`src/rtl/regfile_write_arbiter.sv`:
```
// Shares the register-file write port between W-stage writeback and a buffered long-latency return path,
// and keeps a pending-destination scoreboard for Decode stalls. Optional starvation guard: RF_ARB_STARVE_GUARD_EN.
module regfile_write_arbiter #(
  parameter int WIDTH        = 64,
  parameter int NREGS        = 32,
  parameter int FIFO_DEPTH   = 2,
  parameter int STARVE_LIMIT = 8
) (
  input  logic             clk,
  input  logic             reset,
  input  logic             wb_valid,
  input  logic [4:0]       wb_addr,
  input  logic [WIDTH-1:0] wb_data,
  input  logic             lu_issue,
  input  logic [4:0]       lu_issue_addr,
  input  logic             lu_valid,
  output logic             lu_ready,
  input  logic [4:0]       lu_addr,
  input  logic [WIDTH-1:0] lu_data,
  input  logic [4:0]       RA1D,
  input  logic [4:0]       RA2D,
  input  logic             ra1_used,
  input  logic             ra2_used,
  output logic             stall_d,
  output logic             we3,
  output logic [4:0]       wa3,
  output logic [WIDTH-1:0] wd3,
  output logic             wb_hold_req
);

  localparam int PW = $clog2(FIFO_DEPTH);
  localparam int CW = $clog2(FIFO_DEPTH + 1);

  // Handshake: a return transfers on the rising edge where lu_valid & lu_ready are both high;
  // lu_ready depends only on the registered fill count, never on lu_valid.
  logic [4:0]       fifo_addr [FIFO_DEPTH];
  logic [WIDTH-1:0] fifo_data [FIFO_DEPTH];
  logic [PW-1:0]    wr_ptr, rd_ptr;
  logic [CW-1:0]    count;
  logic [NREGS-1:0] pending, pending_next;
  logic             fifo_empty, push, pop;

  assign fifo_empty = (count == '0);
  assign lu_ready   = (count != CW'(FIFO_DEPTH));
  assign push       = lu_valid & lu_ready;
  assign pop        = ~wb_valid & ~fifo_empty;

  always_ff @(posedge clk) begin
    if (push) begin
      fifo_addr[wr_ptr] <= lu_addr;
      fifo_data[wr_ptr] <= lu_data;
    end
  end

  always_ff @(posedge clk) begin
    if (reset) begin
      wr_ptr <= '0;
      rd_ptr <= '0;
      count  <= '0;
    end else begin
      if (push) wr_ptr <= wr_ptr + 1'b1;
      if (pop)  rd_ptr <= rd_ptr + 1'b1;
      case ({push, pop})
        2'b10:   count <= count + 1'b1;
        2'b01:   count <= count - 1'b1;
        default: count <= count;
      endcase
    end
  end

  // Pipeline writeback always wins; the buffer only drains into idle slots.
  always_ff @(posedge clk) begin
    if (reset) begin
      we3 <= 1'b0;
      wa3 <= '0;
      wd3 <= '0;
    end else if (wb_valid) begin
      we3 <= 1'b1;
      wa3 <= wb_addr;
      wd3 <= wb_data;
    end else if (pop) begin
      we3 <= 1'b1;
      wa3 <= fifo_addr[rd_ptr];
      wd3 <= fifo_data[rd_ptr];
    end else begin
      we3 <= 1'b0;
    end
  end

  // A new issue beats a same-cycle clear; r31 is PC-linked and never tracked.
  always_comb begin
    pending_next = pending;
    if (pop) pending_next[fifo_addr[rd_ptr]] = 1'b0;
    if (lu_issue && (lu_issue_addr != 5'd31)) pending_next[lu_issue_addr] = 1'b1;
  end

  always_ff @(posedge clk) begin
    if (reset) pending <= '0;
    else       pending <= pending_next;
  end

  assign stall_d = (ra1_used & pending[RA1D]) |
                   (ra2_used & pending[RA2D]) |
                   (lu_issue & pending[lu_issue_addr]);

`ifdef RF_ARB_STARVE_GUARD_EN
  localparam int SW = $clog2(STARVE_LIMIT + 1);
  logic [SW-1:0] starve_cnt;
  logic          hold;
  logic          blocked;

  assign blocked = wb_valid & ~fifo_empty;

  always_ff @(posedge clk) begin
    if (reset || pop) begin
      starve_cnt <= '0;
      hold       <= 1'b0;
    end else if (blocked) begin
      if (starve_cnt != SW'(STARVE_LIMIT)) starve_cnt <= starve_cnt + 1'b1;
      if (starve_cnt >= SW'(STARVE_LIMIT - 1)) hold <= 1'b1;
    end
  end

  assign wb_hold_req = hold;
`else
  assign wb_hold_req = 1'b0;
`endif

endmodule

```
`config.mk`:
```
export PLATFORM = sky130hd
export DESIGN_NAME = regfile_write_arbiter
export DESIGN_NICKNAME = d
export VERILOG_FILES = /design/src/rtl/regfile_write_arbiter.sv
export SDC_FILE = /design/constraint.sdc
export NUM_CORES = 1
export LEC_CHECK = 0
export CORE_ASPECT_RATIO = 1.4
export CORE_MARGIN = 2
export CORE_UTILIZATION = 25
export DETAILED_ROUTE_END_ITERATION = 12
export PLACE_DENSITY = 0.49
export SLEW_MARGIN = 30
export SYNTH_ARGS = -nofsm -noshare
export SYNTH_HDL_FRONTEND = slang
export SYNTH_SLANG_ARGS = --single-unit
```
`constraint.sdc`:
```
create_clock -name clk -period 3.9 [get_ports clk]
set_input_delay 0.78 -clock clk [delete_from_list [all_inputs] [get_ports clk]]
set_output_delay 0.78 -clock clk [all_outputs]
set_load 0.02 [all_outputs]
```
Word level (Yosys, flattened, before mapping)
Memories as Yosys holds them, arrays and structs flattened. A register that Yosys moved wholly into a read port is not among the register bits.
Cells that the tools add are included.
- $add $sub $neg: 4
- magnitude comparators: 6
- equality and inequality tests: 4
- muxes and demuxes: 25
- bitwise gates (word level): 12
- reduce and logical (&&, ||, !) cells: 6
- operator list (cell ; number):
    64-bit two-way mux ; 2
    32-bit two-way mux ; 2
    32-bit AND ; 1
    32-bit inverter ; 1
    32-bit bitwise OR ; 1
    5-bit by 6-bit less-than comparator with 1-bit output, second input constant ; 4
    1-bit binary-select mux with 5-bit select ; 3
    1-bit two-way mux ; 13
    1-bit demux with 5-bit select ; 2
    5-bit by 1-bit greater-or-equal comparator with 1-bit output, second input constant ; 2
    5-bit two-way mux ; 2
    1-bit AND ; 5
    5-bit inequality test, second input constant ; 1
    2-bit one-hot mux with 2 select lines ; 1
    2-bit nonzero test ; 2
    1-bit logical AND ; 3
    1-bit adder, second input constant ; 2
    2-bit by 1-bit adder with 2-bit output, second input constant ; 1
    2-bit by 1-bit equality test with 1-bit output, second input constant ; 1
    2-bit equality test, second input constant ; 1
    2-bit zero test ; 1
    2-bit inequality test, second input constant ; 1
    1-bit inverter ; 2
    1-bit bitwise OR ; 2
    2-bit by 1-bit subtractor with 2-bit output, second input constant ; 1
- register bits: 106
- RAM bits: 138
- logic and storage cells: 66
- memories kept: 2
- memory list (memory ; words ; bits a word ; read ports ; clocked after Yosys merged registers in ; wr ports ; RTL line ; RTL):
    fifo_data ; 2 ; 64 ; 1 ; 1 ; 1 ; 37 ; logic [WIDTH-1:0] fifo_data [FIFO_DEPTH];
    fifo_addr ; 2 ; 5 ; 1 ; 1 ; 1 ; 36 ; logic [4:0] fifo_addr [FIFO_DEPTH];

Depth between registers and ports, before layout
Gate-level depths: netlist of run 1.
- depth after elaboration: 9
- depth in mapped cells: 8
- gate-level depth less buffers: 6

Least setup slack after synthesis of run 1
OpenSTA, ideal clock, no wires.
- kind: input to register
- start: in lu_valid
- end: mem fifo_addr[0][0], enable pin
- setup time: 0.497 ns
- arrival time: 3.762 ns
- required time: 3.403 ns
- path slack: -0.359 ns
- stages: 2
- buffers on the path: 0
- cells stage by stage: nand2_1 nor2_1
- longest elaborated chain between the ends: 3
- ends and longest elaborated chain (what ; RTL line ; RTL):
    from (decl) ; 16 ; input logic lu_valid,
    1-bit AND ; 45 ; assign push = lu_valid & lu_ready;
    1-bit two-way mux ; 49 ; if (push) begin
    1-bit two-way mux (implied by the code) ; 50 ; fifo_addr[wr_ptr] <= lu_addr;
    to (decl) ; 36 ;
Every way passes these cells.

Final worst setup path of run 1
- start: in lu_issue_addr[0]
- end: out stall_d
- longest elaborated chain between the ends: 4
- ends and longest elaborated chain (what ; RTL line ; RTL):
    from (decl) ; 15 ; input logic [4:0] lu_issue_addr,
    1-bit binary-select mux with 5-bit select ; 104 ; (lu_issue & pending[lu_issue_addr]);
    1-bit two-way mux (implied by the code) ; 104 ;
    1-bit AND ; 104 ;
    1-bit bitwise OR ; 103 ; (ra2_used & pending[RA2D]) |
    to (decl) ; 24 ; output logic stall_d,
Every way passes these cells. The select of a mux whose other input is x is not followed.

==> results of run 1 <==
-- worst max-delay path: cells and delay by family --
family,cells,cell delay [ns]
buffers and inverters,2,0.93
AOI/OAI and AO/OA,3,0.61
muxes,1,0.54
and+or+nand+nor,1,0.10
-- area by class of cell --
type	count	area [um^2]
multi-input cells	571	3675
diodes	2	5.005
repair buffers	257	2551
clock buffers	34	732.0
clock inverters	14	143.9
fillers	4082	26410
well taps	534	668.1
inverters	4	15.01
flip-flops and latches	245	6290
-- through the flow --
stage / instance area [um^2] / utilization
global route: 14080 / 0.3477
global placement: 13200 / 0.3259
detailed placement: 13200 / 0.3259
CTS: 14070 / 0.3475
floorplan: 10290 / -
finish: 14080 / 0.3477
-- state kept, by name, summed over array words and instances (netlist names), named ones only --
name,flops
fifo_data,128
pending,32
wa3,5
we3,1
wd3,64
fifo_addr,10
wr_ptr,1
count,2
rd_ptr,1
-- per-layer routing --
| metal | GRT usage | vias up | part of all wire |
|---|---|---|---|
| met2 | 0.2695 | 208 | 0.54 |
| met1 | 0.1530 | 3634 | 0.37 |
| met5 | 0 | - | 0.0014 |
| met3 | 0.03265 | 77 | 0.055 |
| met4 | 0.05737 | 6 | 0.033 |
| li1 | - | 3714 | - |
-- where the power goes --
part	switching (W)	total, W	internal [W]
Combinational	0.00151	0.00257	0.00106
Sequential	0.000230	0.00342	0.00318
Clock	0.00103	0.00254	0.00151
-- worst min-delay path by stage --
stage	startpoint	endpoint	slack (ns)	cells after the start
3_3_place_gp	count[1]	count[1]	0.49	2
4_1_cts	count[1]	count[1]	0.52	2
2_1_floorplan	count[1]	count[1]	0.47	2
5_1_grt	count[1]	count[1]	0.54	2
6_report	count[1]	count[1]	0.51	2
3_5_place_dp	rd_ptr	flop	0.51	2
-- cells in the final DEF (no fill, tap or decap), types with 3 or more instances in the layout --
| cell | Yosys | final |
|---|---|---|
| a211oi_1 | 68 | 68 |
| a21oi_1 | 103 | 103 |
| buf_12 | 1 | 4 |
| buf_4 | 3 | 24 |
| bufinv_16 | 0 | 3 |
| clkbuf_1 | 38 | 4 |
| clkbuf_16 | 0 | 27 |
| clkbuf_8 | 0 | 3 |
| clkdlybuf4s50_1 | 0 | 228 |
| clkinv_1 | 0 | 6 |
| clkinv_2 | 0 | 3 |
| dfxtp_1 | 107 | 106 |
| edfxtp_1 | 138 | 138 |
| inv_1 | 4 | 4 |
| mux2_1 | 3 | 3 |
| mux2_2 | 3 | 3 |
| mux2i_1 | 75 | 74 |
| mux4_2 | 19 | 19 |
| nand2_1 | 49 | 49 |
| nand2b_1 | 3 | 3 |
| nand3_1 | 11 | 11 |
| nor2_1 | 155 | 154 |
| nor2b_1 | 5 | 5 |
| nor3_1 | 4 | 4 |
| o21ai_1 | 32 | 32 |
| or3_1 | 4 | 4 |
-- cell usage after synthesis, drive strengths merged, types with 2 or more instances --
cell    number  area [um^2]
a311oi       2        17.52
o21ai       35        178.9
a31oi        2        12.51
mux2i       75        750.7
nor3b        2        15.01
mux4        19        427.9
nand2b       3        18.77
xnor2        2        17.52
inv          4        15.01
mux2         7        82.57
buf         30        182.7
dfxtp      107         2142
nor3         4        20.02
a21oi      103        515.5
a211oi      68        510.5
clkbuf      39        147.6
edfxtp     138         4144
xor2         2        17.52
nand2       49        183.9
o211ai       2        15.01
nand4        2        12.51
nor2b        5        31.28
nor2       155        581.8
nand3       11        55.05
or3          4        25.02
-- timing repair --
item,in CTS,in global routing
endpoints found under the hold margin,0,0
resized for setup,1,1
endpoints found under the setup margin,1,1
pin swaps,0,0
-- cells by family after synthesis --
family	Yosys count	synth area share
mux	101	0.1226
fa+ha+maj	1	0.001216
simple gates	243	0.09780
other cells	1	0.0003646
xor+xnor	4	0.003407
compound gates	221	0.1299
flops	245	0.6111
buf+inv	73	0.03357
==> run summary, run 1 <==
status: complete, no violations
CP endpoint: stall_d
slowest stage delay, CP: 0.59 ns
first-pass GRT wire length: 47300 um
Post-synth EDFFs: 138
Finished Layout Cells: 1661
Die Area: 0.04281 mm^2
Slew Limit Fails: 0
Row Count: 87
Max IR drop VDD: 0.3057 mV
Synth Area per Inst: 11.57 um^2
#FFs+latches synth: 245
CTS H-tree lvls: 1
placed insts: 1611
Achievable Freq: 0.2670 GHz
highest-delay cell along the critical path: clkdlybuf4s50_1
clock-pin slew on the worst setup and hold paths: 0.06 ns
clk buf depth: 3
Startpoint Class: input port
sequential element share of the synthesized area: 0.6111
MaxCap Viol Count: 0
Critical Path Start: lu_issue_addr[0]
Final min period: 3.746 ns
Routed WL: 31320 um
period utilization: 0.9604
vias in the first global route: 7931
Reg2Reg Depth: 4
RSZ-0062 raised after global routing: false
CTS hold repair buffers: 0
post-CTS setup buffers: 0
CP max FO: 4
Ports: 233
vias per cell: 4.599
required time worst endpoint: 3.12 ns
Clock Latency Late Sink: 0.53 ns
CTS tree: done
Iteration-0 DRC Markers: 357
Hold Path Class: reg -> reg
number of port buffers: 231
share of layout cells above drive strength 1: 0.08711
yosys warns: 0
Lkg Pwr: 4.692 nW
mapped cell area: 0.01029 mm^2
clk_skew: 0.008346 ns
number of setup violations in the final report: 0
r2r setup slk: 1.52 ns
total global routing overflow: 0
Setup WS pre-CTS: -0.09069 ns
CTS sink cnt: 245
worst slew margin relative to its limit: 0.4488
Worst Max-Slew Pin Slew: 0.8039 ns
post-route ant nets: 0
Root Buffer: clkbuf_16
largest net degree at the start of global routing: 140
initial core utilization: 0.2540
Synth Net Count: 1050
CP arrival: 2.97 ns
WHS: 0.5126 ns
synthesis-to-layout area growth: 36.88%
nets: 1266
Hold Violations, Final: 0
GPL Wtd Cong: 0.8731
Chip Height: 244.0 um
core footprint: 0.04049 mm^2
total CTS buffers: 26
Pwr Density: 605.5 mW/mm^2
Total Power: 0.008526 W
DR pass1 iterations: 6
DR WL/cell: 18.85 um
crit end category: output port
Detail Placement HPWL: 21320 um
critical path cell sequence: clkdlybuf4s50_1 -> mux4_2 -> nand3_1 -> a21boi_1 -> o41ai_2 -> o211ai_1 -> dlygate4sd2_1
post-synthesis async set-or-reset flop share: 0
count of cell types in the netlist: 53
via count: 7639
Die Span X: 175.4 um
GRT Total Usage: 0.1432
Post-Synthesis Cells: 889
initial antenna violation count: 5
Residual DRC: 0
Final TNS setup: 0 ns
Final Worst Setup Slack: 0.1543 ns
Main synth FF type: edfxtp_1
Worst Setup Path Type: in -> out
FF-to-FF End: pending[6]
Note: power is estimated with default switching activity, not from simulation.
==> run 2, diff against run 1 <==
--- a/config.mk
+++ b/config.mk
@@ -9,6 +9,7 @@
 export CORE_MARGIN = 2
 export CORE_UTILIZATION = 25
 export DETAILED_ROUTE_END_ITERATION = 12
+export MAX_ROUTING_LAYER = met4
 export PLACE_DENSITY = 0.49
 export SLEW_MARGIN = 30
 export SYNTH_ARGS = -nofsm -noshare
==> run 2 against run 1 <==
Effect of this change:
- cell area decreased by 0.20%
- power decreased by 1.0%
- global-route usage increased by 0.53 points
- highest routed layer is now met4
- critical path type unchanged
==> run summary, run 2 (synthesis gave the netlist of run 1 again) <==
Pwr Density: 600.5 mW/mm^2
vias per cell: 4.653
Iteration-0 DRC Markers: 288
CP arrival: 2.98 ns
CTS H-tree lvls: 1
Worst Setup Path Type: in -> out
GPL Wtd Cong: 0.8900
first-pass GRT wire length: 47260 um
core footprint: 0.04049 mm^2
part of the power in combinational logic: 0.308
Achievable Freq: 0.2660 GHz
number of setup violations in the final report: 0
required time worst endpoint: 3.12 ns
initial core utilization: 0.2540
net switching power: 0.002799 W
Die Span X: 175.4 um
CP max FO: 9
Hold Violations, Final: 0
vias in the first global route: 7947
Clock Latency Late Sink: 0.54 ns
clk_skew: 0.008609 ns
Max IR drop VDD: 0.3415 mV
Slew Limit Fails: 0
Hold Path Class: reg -> reg
Startpoint Class: input port
MaxCap Viol Count: 0
via count: 7756
Final min period: 3.760 ns
Root Buffer: clkbuf_16
RSZ-0062 raised after global routing: false
fillers: 4094
Die Area: 0.04281 mm^2
CTS sink cnt: 245
Flop pwr share: 0.406
initial antenna violation count: 6
max reg flops: 128
clock power share: 0.286
Regs by FF count: fifo_data x128, wd3 x64, pending x32
total global routing overflow: 0
largest net degree at the start of global routing: 91
total CTS buffers: 26
Sw Ratio: 0.3317
Worst Max-Slew Pin Slew: 0.9239 ns
GRT Total Usage: 0.1485
Power Internal: 0.005639 W
Final TNS setup: 0 ns
commonest non-fill, non-tap cell in the layout: clkdlybuf4s50_1
Detail Placement HPWL: 21880 um
DR pass1 iterations: 4
synthesis-to-layout area growth: 36.60%
Routed WL: 31780 um
Ports: 233
Final Cell Area: 0.01405 mm^2
clk buf depth: 3
status: complete, no violations
period utilization: 0.9641
worst slew margin relative to its limit: 0.3665
Reg with most FFs: fifo_data
clock-pin slew on the worst setup and hold paths: 0.06 ns
share of layout cells above drive strength 1: 0.09059
Met1 Routed Length: 11860 um
Max Used Layer: met4
CTS tree: done
Placed Area: 0.01317 mm^2
post-CTS setup buffers: 0
met3 wire len: 1571 um
Lkg Pwr: 4.658 nW
Chip Height: 244.0 um
WHS: 0.5159 ns
number of port buffers: 231
Row Count: 87
Residual DRC: 0
nets: 1267
most frequent cells in the layout: clkdlybuf4s50_1 (228), nor2_1 (154), edfxtp_1 (138)
post-route ant nets: 0
crit end category: output port
DR WL/cell: 19.07 um
wire length on met2: 17060 um
run 2: cell types whose count changed in the layout (fill, tap and decap cells not counted), sizes merged:
cell / previous run / this run
buf: 28 / 29
bufinv: 3 / 1
clkinvlp: 1 / 7
clkbuf: 34 / 33
diode: 2 / 7
clkinv: 10 / 7
run 2: path summary, 6_finish.rpt:
kind                          from         end  slack (ns)  cells after the start
setup / recovery  lu_issue_addr[1]     stall_d        0.14                      8
hold / removal              rd_ptr        flop        0.52                      2
setup reg to reg              flop  pending[0]        1.44                      4
hold reg to reg             rd_ptr        flop        0.52                      2
run 2: repair_timing:
| item | in CTS | in global routing |
|---|---|---|
| hold endpoints to repair | 0 | 0 |
| gates resized for setup | 1 | 0 |
| setup endpoints to repair | 1 | 0 |
| hold buffers | 0 | 0 |
run 2: per-layer routing:
layer	track usage	vias to the layer above
met5	-	-
met3	0.02814	68
li1	-	3715
met1	0.1540	3752
met2	0.2662	221
met4	0.07632	0
run 2: metrics by stage:
| stage | setup WS, ns | total power (W) | util | std cells |
|---|---|---|---|---|
| finish | 0.1399 | 0.008438 | 0.3470 | 1667 |
| global route | 0.02746 | 0.008954 | 0.3469 | 1666 |
| CTS | 0.08754 | 0.008585 | 0.3458 | 1659 |
| detailed placement | -0.1396 | 0.006104 | 0.3252 | 1611 |
| global placement | -0.1239 | 0.006078 | 0.3252 | 1611 |
| floorplan | 0.7969 | 0.005135 | - | 889 |
run 2: power by group through the flow:
stage	Sequential [W]	Combinational, W	Clock, W
global placement	0.00348	0.00260	0
finish	0.00342	0.00260	0.00242
global route	0.00348	0.00288	0.00260
CTS	0.00343	0.00264	0.00251
floorplan	0.00355	0.00158	0
detailed placement	0.00349	0.00262	0
run 2: critical path, cell delays in order:
cell	delay, ns
clkdlybuf4s50_1	0.46
buf_4	0.18
and2b_4	0.20
a2111oi_0	0.37
and4b_1	0.27
o41ai_2	0.25
o211ai_1	0.14
dlygate4sd2_1	0.33
run 2: final cells by class:
class | count | area (um^2) | share of cell area
Antenna cell | 7 | 17.52 | 0.001247
Clock buffer | 33 | 718.2 | 0.05111
Clock inverter | 15 | 115.1 | 0.008192
Inverter | 4 | 15.01 | 0.001069
Multi-Input combinational cell | 571 | 3670 | 0.2612
Sequential cell | 245 | 6290 | 0.4476
Tap cell | 534 | 668.1 | 0.04755
Timing Repair Buffer | 258 | 2557 | 0.1820
